[src/rtl/toggle_cover_pkg.sv]
// toggle_cover_pkg: shared state encoding and index width for the toggle cover scheduler
package toggle_cover_pkg;
  localparam int COVER_IDX_W = 64;
  typedef enum logic [1:0] {IDLE, PRESENT, CLR_WAIT, CLR} state_e;
endpackage

[src/rtl/toggle_cover_prio_enc.sv]
// toggle_cover_prio_enc: combinational lowest-set-bit encoder
module toggle_cover_prio_enc #(
  parameter  int WIDTH = 28,
  localparam int IW    = WIDTH > 1 ? $clog2(WIDTH) : 1
) (
  input  logic [WIDTH-1:0] vec_i,
  output logic             any_o,
  output logic [IW-1:0]    idx_o
);
  always_comb begin
    any_o = |vec_i;
    idx_o = '0;
    for (int i = WIDTH - 1; i >= 0; i--) if (vec_i[i]) idx_o = IW'(i);
  end
endmodule

[src/rtl/toggle_cover_scheduler.sv]
// toggle_cover_scheduler: dedups toggle hits and serialises first hits as global indices
module toggle_cover_scheduler
  import toggle_cover_pkg::*;
#(
  parameter  int WIDTH       = 28,
  parameter  int COVER_INDEX = 0,
  parameter  int COVER_TOTAL = 8940,
  localparam int IW          = WIDTH > 1 ? $clog2(WIDTH) : 1,
  localparam int CW          = $clog2(WIDTH + 1)
) (
  input  logic                   clk_i,
  input  logic                   rst_ni,
  input  logic                   en_i,
  input  logic [WIDTH-1:0]       valid_i,
  input  logic                   clear_i,
  input  logic                   out_ready_i,
  output logic                   out_valid_o,
  output logic [COVER_IDX_W-1:0] out_index_o,
  output logic [CW-1:0]          hit_count_o,
  output logic                   all_covered_o,
  output logic                   clear_busy_o
);
  if (WIDTH < 1 || WIDTH > 64 || COVER_INDEX + WIDTH > COVER_TOTAL) begin : g_bad_cfg
    $error("toggle_cover_scheduler: bad WIDTH/COVER_INDEX/COVER_TOTAL");
  end
  state_e                 state_q, state_d;
  logic [WIDTH-1:0]       covered_q, covered_d, pending_q, pending_d, new_hits, rem;
  logic [IW-1:0]          cur_q, cur_d, enc_idx;
  logic [COVER_IDX_W-1:0] out_index_q, out_index_d;
  logic [CW-1:0]          hit_q, hit_d, pop;
  logic                   enc_any, capture, xfer;
  assign capture       = en_i && (state_q == IDLE || state_q == PRESENT);
  assign new_hits      = capture ? valid_i & ~covered_q : '0;
  assign rem           = pending_q & ~(WIDTH'(1) << cur_q);
  assign out_valid_o   = state_q == PRESENT || state_q == CLR_WAIT;
  assign xfer          = out_valid_o && out_ready_i;
  assign clear_busy_o  = state_q == CLR_WAIT || state_q == CLR;
  assign out_index_o   = out_index_q;
  assign hit_count_o   = hit_q;
  assign all_covered_o = hit_q == CW'(WIDTH);
  // IDLE picks from the registered pending set; a presenting state picks the successor
  toggle_cover_prio_enc #(.WIDTH(WIDTH)) u_enc (
    .vec_i(state_q == IDLE ? pending_q : rem),
    .any_o(enc_any),
    .idx_o(enc_idx)
  );
  always_comb begin
    pop = '0;
    for (int i = 0; i < WIDTH; i++) pop += CW'(new_hits[i]);
  end
  always_comb begin
    state_d     = state_q;
    cur_d       = cur_q;
    out_index_d = out_index_q;
    covered_d   = covered_q | new_hits;
    pending_d   = (xfer ? rem : pending_q) | new_hits;
    hit_d       = hit_q + pop;
    unique case (state_q)
      IDLE:     state_d = clear_i ? CLR : enc_any ? PRESENT : IDLE;
      PRESENT:  state_d = xfer ? (enc_any ? (clear_i ? CLR_WAIT : PRESENT) : (clear_i ? CLR : IDLE))
                               : (clear_i ? CLR_WAIT : PRESENT);
      CLR_WAIT: state_d = xfer && !enc_any ? CLR : CLR_WAIT;
      default: begin
        state_d   = IDLE;
        covered_d = '0;
        pending_d = '0;
        hit_d     = '0;
      end
    endcase
    if (enc_any && ((state_q == IDLE && !clear_i) || xfer)) begin
      cur_d       = enc_idx;
      out_index_d = COVER_IDX_W'(COVER_INDEX) + COVER_IDX_W'(enc_idx);
    end
  end
  always_ff @(posedge clk_i or negedge rst_ni) begin
    if (!rst_ni) begin
      state_q     <= IDLE;
      covered_q   <= '0;
      pending_q   <= '0;
      cur_q       <= '0;
      out_index_q <= '0;
      hit_q       <= '0;
    end else begin
      state_q     <= state_d;
      covered_q   <= covered_d;
      pending_q   <= pending_d;
      cur_q       <= cur_d;
      out_index_q <= out_index_d;
      hit_q       <= hit_d;
    end
  end
endmodule

[config.mk]
export PLATFORM = sky130hd
export DESIGN_NAME = toggle_cover_scheduler
export DESIGN_NICKNAME = d
export VERILOG_FILES = /design/src/rtl/toggle_cover_pkg.sv /design/src/rtl/toggle_cover_prio_enc.sv /design/src/rtl/toggle_cover_scheduler.sv
export SDC_FILE = /design/constraint.sdc
export NUM_CORES = 1
export LEC_CHECK = 0
export CORE_ASPECT_RATIO = 1.75
export CORE_UTILIZATION = 52
export DETAILED_ROUTE_END_ITERATION = 16
export GPL_ROUTABILITY_DRIVEN = 0
export PLACE_DENSITY = 0.87
export SLEW_MARGIN = 20
export SYNTH_ARGS = -nofsm -noshare
export SYNTH_HDL_FRONTEND = slang
export SYNTH_HIERARCHICAL = 1
export SYNTH_SLANG_ARGS = --single-unit
export TNS_END_PERCENT = 1
[constraint.sdc]
create_clock -name clk_i -period 7 [get_ports clk_i]
set_input_delay 0.7 -clock clk_i [delete_from_list [all_inputs] [get_ports clk_i]]
set_output_delay 0.7 -clock clk_i [all_outputs]
set_load 0.05 [all_outputs]
* Yosys cells after proc, flatten, opt, wreduce, memory -nomap -nowiden
Index checks and enable logic that the tools add are counted.
Storage, ports and cells: register bits 68, latch bits 0, bits in writable memories 0, ROM bits 0, bits of input ports 33, word-level logic and storage cells 100, memories kept 0
Cells by class: $add $sub $neg 28, multipliers 0, divide/modulo/power cells 0, $lt $le $gt $ge 0, equal/unequal tests 4, shift-type cells 1, muxes and demuxes 42, bitwise logic cells 6, reduce and logical (&&, ||, !) cells 14
Operators by type and width (number):
- $mux 5 | 29
- $mux 28 | 5
- $add 5x1->5 | 23
- $and 28x28->28 | 2
- $not 28->28 | 2
- $or 28x28->28 | 2
- $reduce_or 28->1 | 1
- $shl 1x5->28 const A | 1
- $mux 2 | 5
- $pmux 2 s3 | 1
- $add 4x1->5 | 1
- $add 5x5->5 | 1
- $eq 5x5->1 const B | 1
- $logic_and 1x1->1 | 5
- $add 3x1->4 | 1
- $eq 2x2->1 const B | 2
- $logic_or 1x1->1 | 4
- $add 2x1->3 | 1
- $reduce_or 3->1 | 1
- $add 1x1->2 | 1
- $eq 2x1->1 const B | 1
- $logic_not 1->1 | 2
- $logic_not 2->1 | 1
- $mux 1 | 2

* Depth between registers and ports, before layout
Gate-level depths: netlist of run 1.
word-level depth 33, gate-level depth with buffers 23

* Hierarchy
Netlist of run 1, hierarchy kept.
By module, submodules not included:
- toggle_cover_scheduler | times used 1, cells an instance 452, area each 4381.7 um^2, seq. area each 1701.6 um^2
- toggle_cover_prio_enc | times used 1, cells an instance 59, area each 342.8 um^2, seq. area each 0.0 um^2

* Least setup slack after synthesis of run 1
OpenSTA, ideal clock, no wires.
kind flip-flop to flip-flop, start point register state_q[0], end point register hit_q[4], in the netlist hit_count_o[4], setup time 0.132 ns, arrival 5.806 ns, data required time 6.868 ns, path slack 1.062 ns, stages on the path, launching flop included 24, period minus slack after synthesis 5.938 ns, cells stage by stage dfrtp_1 -> inv_1 -> ha_1 -> o21a_1 -> buf_4 -> buf_6 -> nand3b_1 -> inv_1 -> fa_1 -> inv_1 -> fa_1 -> inv_1 -> fa_1 -> inv_1 -> fa_1 -> fa_1 -> fa_1 -> fa_1 -> inv_1 -> fa_1 -> a21o_1 -> a21oi_1 -> xnor2_1 -> nor2_1
Between the ends: cells in the longest elaborated chain, start to end 33, elaborated cells on any way between the ends 36
Ends and longest elaborated chain:
- start, declared | line toggle_cover_scheduler.sv:26 | state_e state_q, state_d;
- start signal, assigned | line toggle_cover_scheduler.sv:84 | state_q <= state_d;
- $eq 2x1->1 or $logic_not 2->1 (tied branches) | line toggle_cover_scheduler.sv:32, toggle_cover_scheduler.sv:58
- $logic_or 1x1->1 | line toggle_cover_scheduler.sv:32 | assign capture = en_i && (state_q == IDLE || state_q == PRESENT);
- $logic_and 1x1->1 | line toggle_cover_scheduler.sv:32
- $mux 28 | line toggle_cover_scheduler.sv:33 | assign new_hits = capture ? valid_i & ~covered_q : '0;
- $add 1x1->2 | line toggle_cover_scheduler.sv:49 | for (int i = 0; i < WIDTH; i++) pop += CW'(new_hits[i]);
- $add 2x1->3 | line toggle_cover_scheduler.sv:49
- $add 3x1->4 | line toggle_cover_scheduler.sv:49
- $add 4x1->5 | line toggle_cover_scheduler.sv:49
- $add 5x1->5 (23 in series) | line toggle_cover_scheduler.sv:49
- $add 5x5->5 | line toggle_cover_scheduler.sv:57 | hit_d = hit_q + pop;
- $mux 5 (*) | line toggle_cover_scheduler.sv:58 | unique case (state_q)
- net hit_d[4] | line toggle_cover_scheduler.sv:30 | logic [CW-1:0] hit_q, hit_d, pop;
- end signal, assigned | line toggle_cover_scheduler.sv:89 | hit_q <= hit_d;
- end, declared | line toggle_cover_scheduler.sv:30
Mark *: on every way through the listed nets, which the timed path passes. The rest lies on a longest branch. A chain may end at the register's enable or synchronous reset.

* Final worst setup path of run 1
start point register state_q[1], end point register hit_q[4], in the netlist hit_count_o[4]
The elaborated chain is that of the path after synthesis.

==> results.sh, run 1 <==
export IMPL_grt_overflow=0
export IMPL_multi_input_area_um2=2550
export IMPL_switchingPower_mw=1.18
export IMPL_fin_util_pct=61.7
export IMPL_fmax_mhz=154
export IMPL_netlist_area_um2=4720
export IMPL_io_buffers=45
export IMPL_firstDrtPassIters=5
export IMPL_powerDensity_nw_per_um2=488
export IMPL_clk_path_buf_depth=2
export IMPL_combPwrFrac_pct=55.5
export IMPL_synth_main_ff_cell="dfrtp_1"
export IMPL_max_cap_violations=0
export IMPL_wirelength_um=11100
export IMPL_clkPwrFrac_pct=18.7
export IMPL_cp_max_fo=20
export IMPL_fp_dieH_um=128
export IMPL_maxSlewHeadroom_pct=42.0
export IMPL_synth_seq_area_share_pct=36.0
export IMPL_syn_inst=511
export IMPL_path_clk_slew_ns=0.06
export IMPL_cts_tree="done"
export IMPL_wl_per_cell_um=16.4
export IMPL_die_area_um2=9490
export IMPL_grt_pass1_wl_um=17700
export IMPL_finalSetupViolations=0
export IMPL_ff2ff_setup_slack_ns=0.51
export IMPL_p_leak_nw=2.54
export IMPL_diodes=0
export IMPL_viasPerCell=5.53
export IMPL_rsz0062_at_grt="no"
export IMPL_start_util_pct=54.1
export IMPL_cts_repair_resized=0
export IMPL_timing_worst_setup_path_type="flip-flop to flip-flop"
export IMPL_async_flop_share_pct=100
export IMPL_cts_buffers=9
export IMPL_fillers=688
export IMPL_antenna_left=0
export IMPL_p_sw_share_pct=44.8
export IMPL_holdCritPathClass="flip-flop to flip-flop"
export IMPL_crit_arrival_ns=6.68
export IMPL_ys_warn_count=6
export IMPL_num_rows=45
export IMPL_start_kind="flip-flop"
export IMPL_grt_pass1_vias=3762
export IMPL_cts_root_buf="clkbuf_16"
export IMPL_post_cts_setup_buffers=0
export IMPL_p_seq_share_pct=25.8
export IMPL_num_vias=3736
export IMPL_dpl_hpwl_um=8600
export IMPL_area_growth_pct=13.9
export IMPL_hold_buffers=0
export IMPL_antenna_found_initial=0
export IMPL_grt_max_degree=69
export IMPL_ys_ff_latch=68
export IMPL_p_int_mw=1.45
export IMPL_final_max_slew_viol_count=0
export IMPL_worstMarginPinSlew_ns=0.863
export IMPL_ios=105
export IMPL_cts_htree_levels=3
export IMPL_endpoint_kind="flip-flop"
export IMPL_track_usage_pct=25.5
export IMPL_fin_nets=624
export IMPL_status="complete, no violations"
export IMPL_clkSinkCount=68
export IMPL_synth_distinct_cells=48
export IMPL_final_common_cell="dfrtp_1"
export IMPL_layout_common_cells="68 x dfrtp_1, 64 x a21oi_1, 59 x conb_1, 47 x nor2_1, 44 x clkdlybuf4s50_1"
export IMPL_hold_violations=0
export IMPL_avgSynthCellArea_um2=9.25
export IMPL_die_x_um=74.1
export IMPL_fin_crit_sh_pct=92.7
export IMPL_core_area_um2=8730
export IMPL_drt_iter0_drc=268
export IMPL_post_route_drc_count=0
export IMPL_setup_tns_ns=0
export IMPL_ir_drop_uv=398
export IMPL_cp_data_required_time_ns=7.19
export IMPL_clock_skew_final_ns=0.00725
export IMPL_drive_above_1_share_pct=6.44
export IMPL_period_minus_slack_ns=6.49
export IMPL_synth_edf_count=0
export IMPL_regArea_um2=1700
export IMPL_clock_latency_ns=0.34
==> stage by stage <==
step                hold slack [ns]  std cells  total power [mW]  worst slack [ns]  instance area, um^2
global placement              0.468        660              2.05             0.331                 5050
CTS                           0.491        676              2.63             0.509                 5380
floorplan                     0.404        569              1.75              1.06                 4940
detailed placement            0.478        660              2.12             0.187                 5050
global route                  0.510        676              2.82             0.160                 5380
finish                        0.491        676              2.63             0.513                 5380
==> worst max-delay path, cell delays in order, from the launching register on <==
cell	delay [ns]
dfrtp_1	0.43
inv_1	0.10
ha_1	0.29
o21a_1	0.61
buf_4	0.28
nand3b_1	0.16
fa_1	0.53
fa_1	0.58
fa_1	0.46
fa_1	0.50
fa_1	0.53
fa_1	0.58
fa_1	0.21
inv_1	0.07
fa_1	0.45
a21o_1	0.19
a21oi_1	0.17
xnor2_1	0.14
nor2_1	0.05
==> final timing paths <==
path | startpoint | end | cells past startpoint
worst max register to register | state_q[1] | hit_count_o[4] | 18
max in group asynchronous | rst_ni | hit_count_o[1] | 2
min in group asynchronous | rst_ni | covered_q[11] | 2
worst min register to register | covered_q[17] | covered_q[17] | 2
worst max-delay path | state_q[1] | hit_count_o[4] | 18
worst min-delay path | covered_q[17] | covered_q[17] | 2
==> synth_stat cells, types with 3 or more instances <==
library cell,number,area share (%)
inv_1,42,3.3
nor3b_1,5,0.79
nor2b_1,5,0.66
nor4_1,4,0.53
fa_1,22,9.3
a21boi_0,24,3.8
o21ai_0,29,3.1
and2_1,3,0.40
buf_4,61,9.7
nand3b_1,34,5.4
xnor2_1,5,0.93
clkbuf_1,11,0.87
dfrtp_1,68,36
nand2_1,8,0.64
nor3_1,8,0.85
nand3_1,4,0.42
a21oi_1,64,6.8
mux2_2,5,1.2
nor2_1,47,3.7
o21a_1,7,1.1
or3_1,3,0.40
nand2b_1,3,0.40
buf_2,4,0.42
ha_1,15,4.0
==> final cells by class <==
type / instances / share of cell area [%]
clock buffer: 13 / 4.83
clock inverter: 3 / 1.28
inverter: 43 / 3.00
multi-input combinational: 380 / 47.3
sequential: 68 / 31.6
tap: 117 / 2.72
timing repair buffer: 52 / 9.25
==> power by group through the flow <==
| stage | clock, mW | combinational [mW] | sequential [mW] |
|---|---|---|---|
| 6_report | 0.491 | 1.46 | 0.677 |
| 5_1_grt | 0.510 | 1.61 | 0.694 |
| 4_1_cts | 0.495 | 1.46 | 0.672 |
| 3_5_place_dp | 0 | 1.44 | 0.677 |
| 3_3_place_gp | 0 | 1.38 | 0.668 |
| 2_1_floorplan | 0 | 1.04 | 0.705 |
==> flip-flops by register name, summed over array words and instances, names as in the netlist <==
name and flops:
covered_q 28, out_index_o 5, hit_count_o 5, pending_q 28, state_q 2
==> routing by layer <==
metal  part of all wire, %  up-vias  GRT usage [%]
li1                      -     1701              -
met1                    32     1771           24.3
met2                    54      191           44.9
met3                   4.6       73           4.48
met4                   9.6        0           22.6
met5                     0        -              0
==> cells by family after synthesis <==
kind of cell	share of synthesized area (%)
flops	36.0
xor+xnor	0.927
compound gates	17.6
simple gates	16.1
mux	1.19
fa+ha+maj	13.3
buf+inv	14.8
other cells	0.0794
Note: power is estimated with default switching activity, not from simulation.
==> inputs of run 2 (changes only) <==
--- a/config.mk
+++ b/config.mk
@@ -5,7 +5,6 @@
 export SDC_FILE = /design/constraint.sdc
 export NUM_CORES = 1
 export LEC_CHECK = 0
-export CORE_ASPECT_RATIO = 1.75
 export CORE_UTILIZATION = 52
 export DETAILED_ROUTE_END_ITERATION = 16
 export GPL_ROUTABILITY_DRIVEN = 0
==> run 2 against run 1 <==
  * Setup slack improved by 0.076 ns
  * Final area shrank 3.1%
  * Die area decreased by 0.16%
  * Routed wire length shrank 7.8%
  * Sequential power about the same
  * Global-route usage fell by 2.9 points
  * Worst hold slack worse by 0.0027 ns
  * Largest cell class unchanged
  * Utilization fell by 2.2 points
  * Final cell count shrank 1.5%
  * Flip-flop and latch count did not move
  * Total power is 9.5% lower
==> results.sh, run 2 (synthesis results as in run 1) <==
export IMPL_status="complete, no violations"
export IMPL_hold_violations=0
export IMPL_cp_endpoint="hit_count_o[4]"
export IMPL_combPwrFrac_pct=58.8
export IMPL_post_cts_setup_buffers=0
export IMPL_antenna_left=0
export IMPL_post_route_drc_count=0
export IMPL_max_cap_violations=0
export IMPL_area_growth_pct=10.4
export IMPL_antenna_found_initial=0
export IMPL_fmax_mhz=156
export IMPL_rsz0062_at_grt="no"
export IMPL_clk_path_buf_depth=2
export IMPL_worstMarginPinSlew_ns=0.864
export IMPL_track_usage_pct=22.7
export IMPL_period_minus_slack_ns=6.41
export IMPL_fin_hold_ws_ns=0.488
export IMPL_clock_latency_ns=0.36
export IMPL_p_seq_share_pct=28.4
export IMPL_placed_cells=650
export IMPL_start_util_pct=53.9
export IMPL_final_setup_worst_slack_ns=0.589
export IMPL_firstDrtPassIters=5
export IMPL_r2r_end="hit_count_o[4]"
export IMPL_cts_tree="done"
export IMPL_ir_drop_uv=328
export IMPL_num_rows=34
export IMPL_endpoint_kind="flip-flop"
export IMPL_clock_skew_final_ns=0.00879
export IMPL_ios=105
export IMPL_switchingPower_mw=1.14
export IMPL_finalPower_mw=2.38
export IMPL_regArea_um2=1700
export IMPL_io_buffers=45
export IMPL_layout_common_cells="68 x dfrtp_1, 64 x a21oi_1, 59 x conb_1, 47 x nor2_1, 44 x clkdlybuf4s50_1"
export IMPL_finalSetupViolations=0
export IMPL_powerDensity_nw_per_um2=455
export IMPL_wirelength_um=10200
export IMPL_drt_iter0_drc=439
export IMPL_hold_buffers=0
export IMPL_cts_root_buf="clkbuf_8"
export IMPL_clkSinkCount=68
export IMPL_largest_registers="covered_q (28), pending_q (28)"
export IMPL_core_area_um2=8760
export IMPL_p_sw_share_pct=48.0
export IMPL_cp_max_fo=17
export IMPL_worstRegToRegCells=18
export IMPL_cp_data_required_time_ns=7.22
export IMPL_fp_dieH_um=97.3
export IMPL_p_int_mw=1.23
export IMPL_path_clk_slew_ns=0.08
export IMPL_holdCritPathClass="flip-flop to flip-flop"
export IMPL_cts_repair_resized=0
export IMPL_diodes=0
export IMPL_finalNonFillerCells=666
export IMPL_drive_above_1_share_pct=6.63
export IMPL_num_vias=3690
export IMPL_die_x_um=97.3
export IMPL_crit_arrival_ns=6.63
export IMPL_grt_pass1_wl_um=17000
export IMPL_dpl_hpwl_um=7790
export IMPL_fin_nets=623
export IMPL_grt_pass1_vias=3531
export IMPL_die_area_um2=9470
export IMPL_fin_crit_sh_pct=91.6
export IMPL_crit_start="state_q[1]"
export IMPL_multi_input_area_um2=2550
export IMPL_p_leak_nw=2.47
export IMPL_final_common_cell="dfrtp_1"
export IMPL_grt_max_degree=69
export IMPL_viasPerCell=5.54
export IMPL_setup_tns_ns=0
export IMPL_grt_overflow=0
export IMPL_ff2ff_setup_slack_ns=0.59
export IMPL_clkPwrFrac_pct=12.8
export IMPL_timing_worst_setup_path_type="flip-flop to flip-flop"
export IMPL_final_max_slew_viol_count=0
export IMPL_wl_per_cell_um=15.3
export IMPL_pre_cts_slack_ns=0.293
export IMPL_cts_htree_levels=3
export IMPL_cts_buffers=9
export IMPL_fillers=722
export IMPL_start_kind="flip-flop"
export IMPL_r2r_start="state_q[1]"
export IMPL_maxSlewHeadroom_pct=42.4
run 2: worst max-delay path, cell delays in order (launching register included):
cell and delay [ns]:
dfrtp_1 0.44, inv_1 0.10, ha_1 0.31, o21a_1 0.56
buf_4 0.26, nand3b_1 0.15, fa_1 0.54, fa_1 0.59
fa_1 0.46, fa_1 0.50, fa_1 0.53, fa_1 0.58
fa_1 0.20, inv_1 0.06, fa_1 0.45, a21o_1 0.19
a21oi_1 0.16, xnor2_1 0.13, nor2_1 0.05
run 2: power by group through the flow:
stage / Sequential (mW) / Clock, mW / Combinational, mW
after floorplan: 0.705 / 0 / 1.04
after global placement: 0.667 / 0 / 1.35
after detailed placement: 0.676 / 0 / 1.38
after CTS: 0.670 / 0.312 / 1.39
after global routing: 0.693 / 0.325 / 1.56
final: 0.674 / 0.305 / 1.40
run 2: area by class of cell:
class	instances	share of cell area, %
Inverter	43	3.09
Clock buffer	9	2.37
Tap cell	108	2.59
Timing Repair Buffer	51	9.40
Sequential cell	68	32.6
Multi-Input combinational cell	380	48.8
Clock inverter	7	1.10
run 2: metrics by stage:
stage               cell area, um^2  util, %
finish                         5220     59.5
global placement               5030     57.5
CTS                            5220     59.5
floorplan                      4940        -
detailed placement             5030     57.5
global route                   5220     59.5
run 2: how the worst min path moves through the flow:
stage	start	endpoint	cells after the start
3_3_place_gp	covered_q[13]	covered_q[13]	2
5_1_grt	covered_q[5]	covered_q[5]	2
4_1_cts	covered_q[19]	covered_q[19]	2
3_5_place_dp	covered_q[5]	covered_q[5]	2
2_1_floorplan	rst_ni	covered_q[0]	0
6_report	covered_q[11]	covered_q[11]	2
run 2: metal layers:
metal / routed length, um / global-route usage [%] / share of wire, % / up-vias
li1: - / - / - / 1705
met1: 4250 / 29.1 / 42 / 1766
met2: 4990 / 36.8 / 49 / 179
met3: 596 / 4.75 / 5.8 / 40
met4: 372 / 10.6 / 3.6 / 0
met5: 0 / 0 / 0 / -
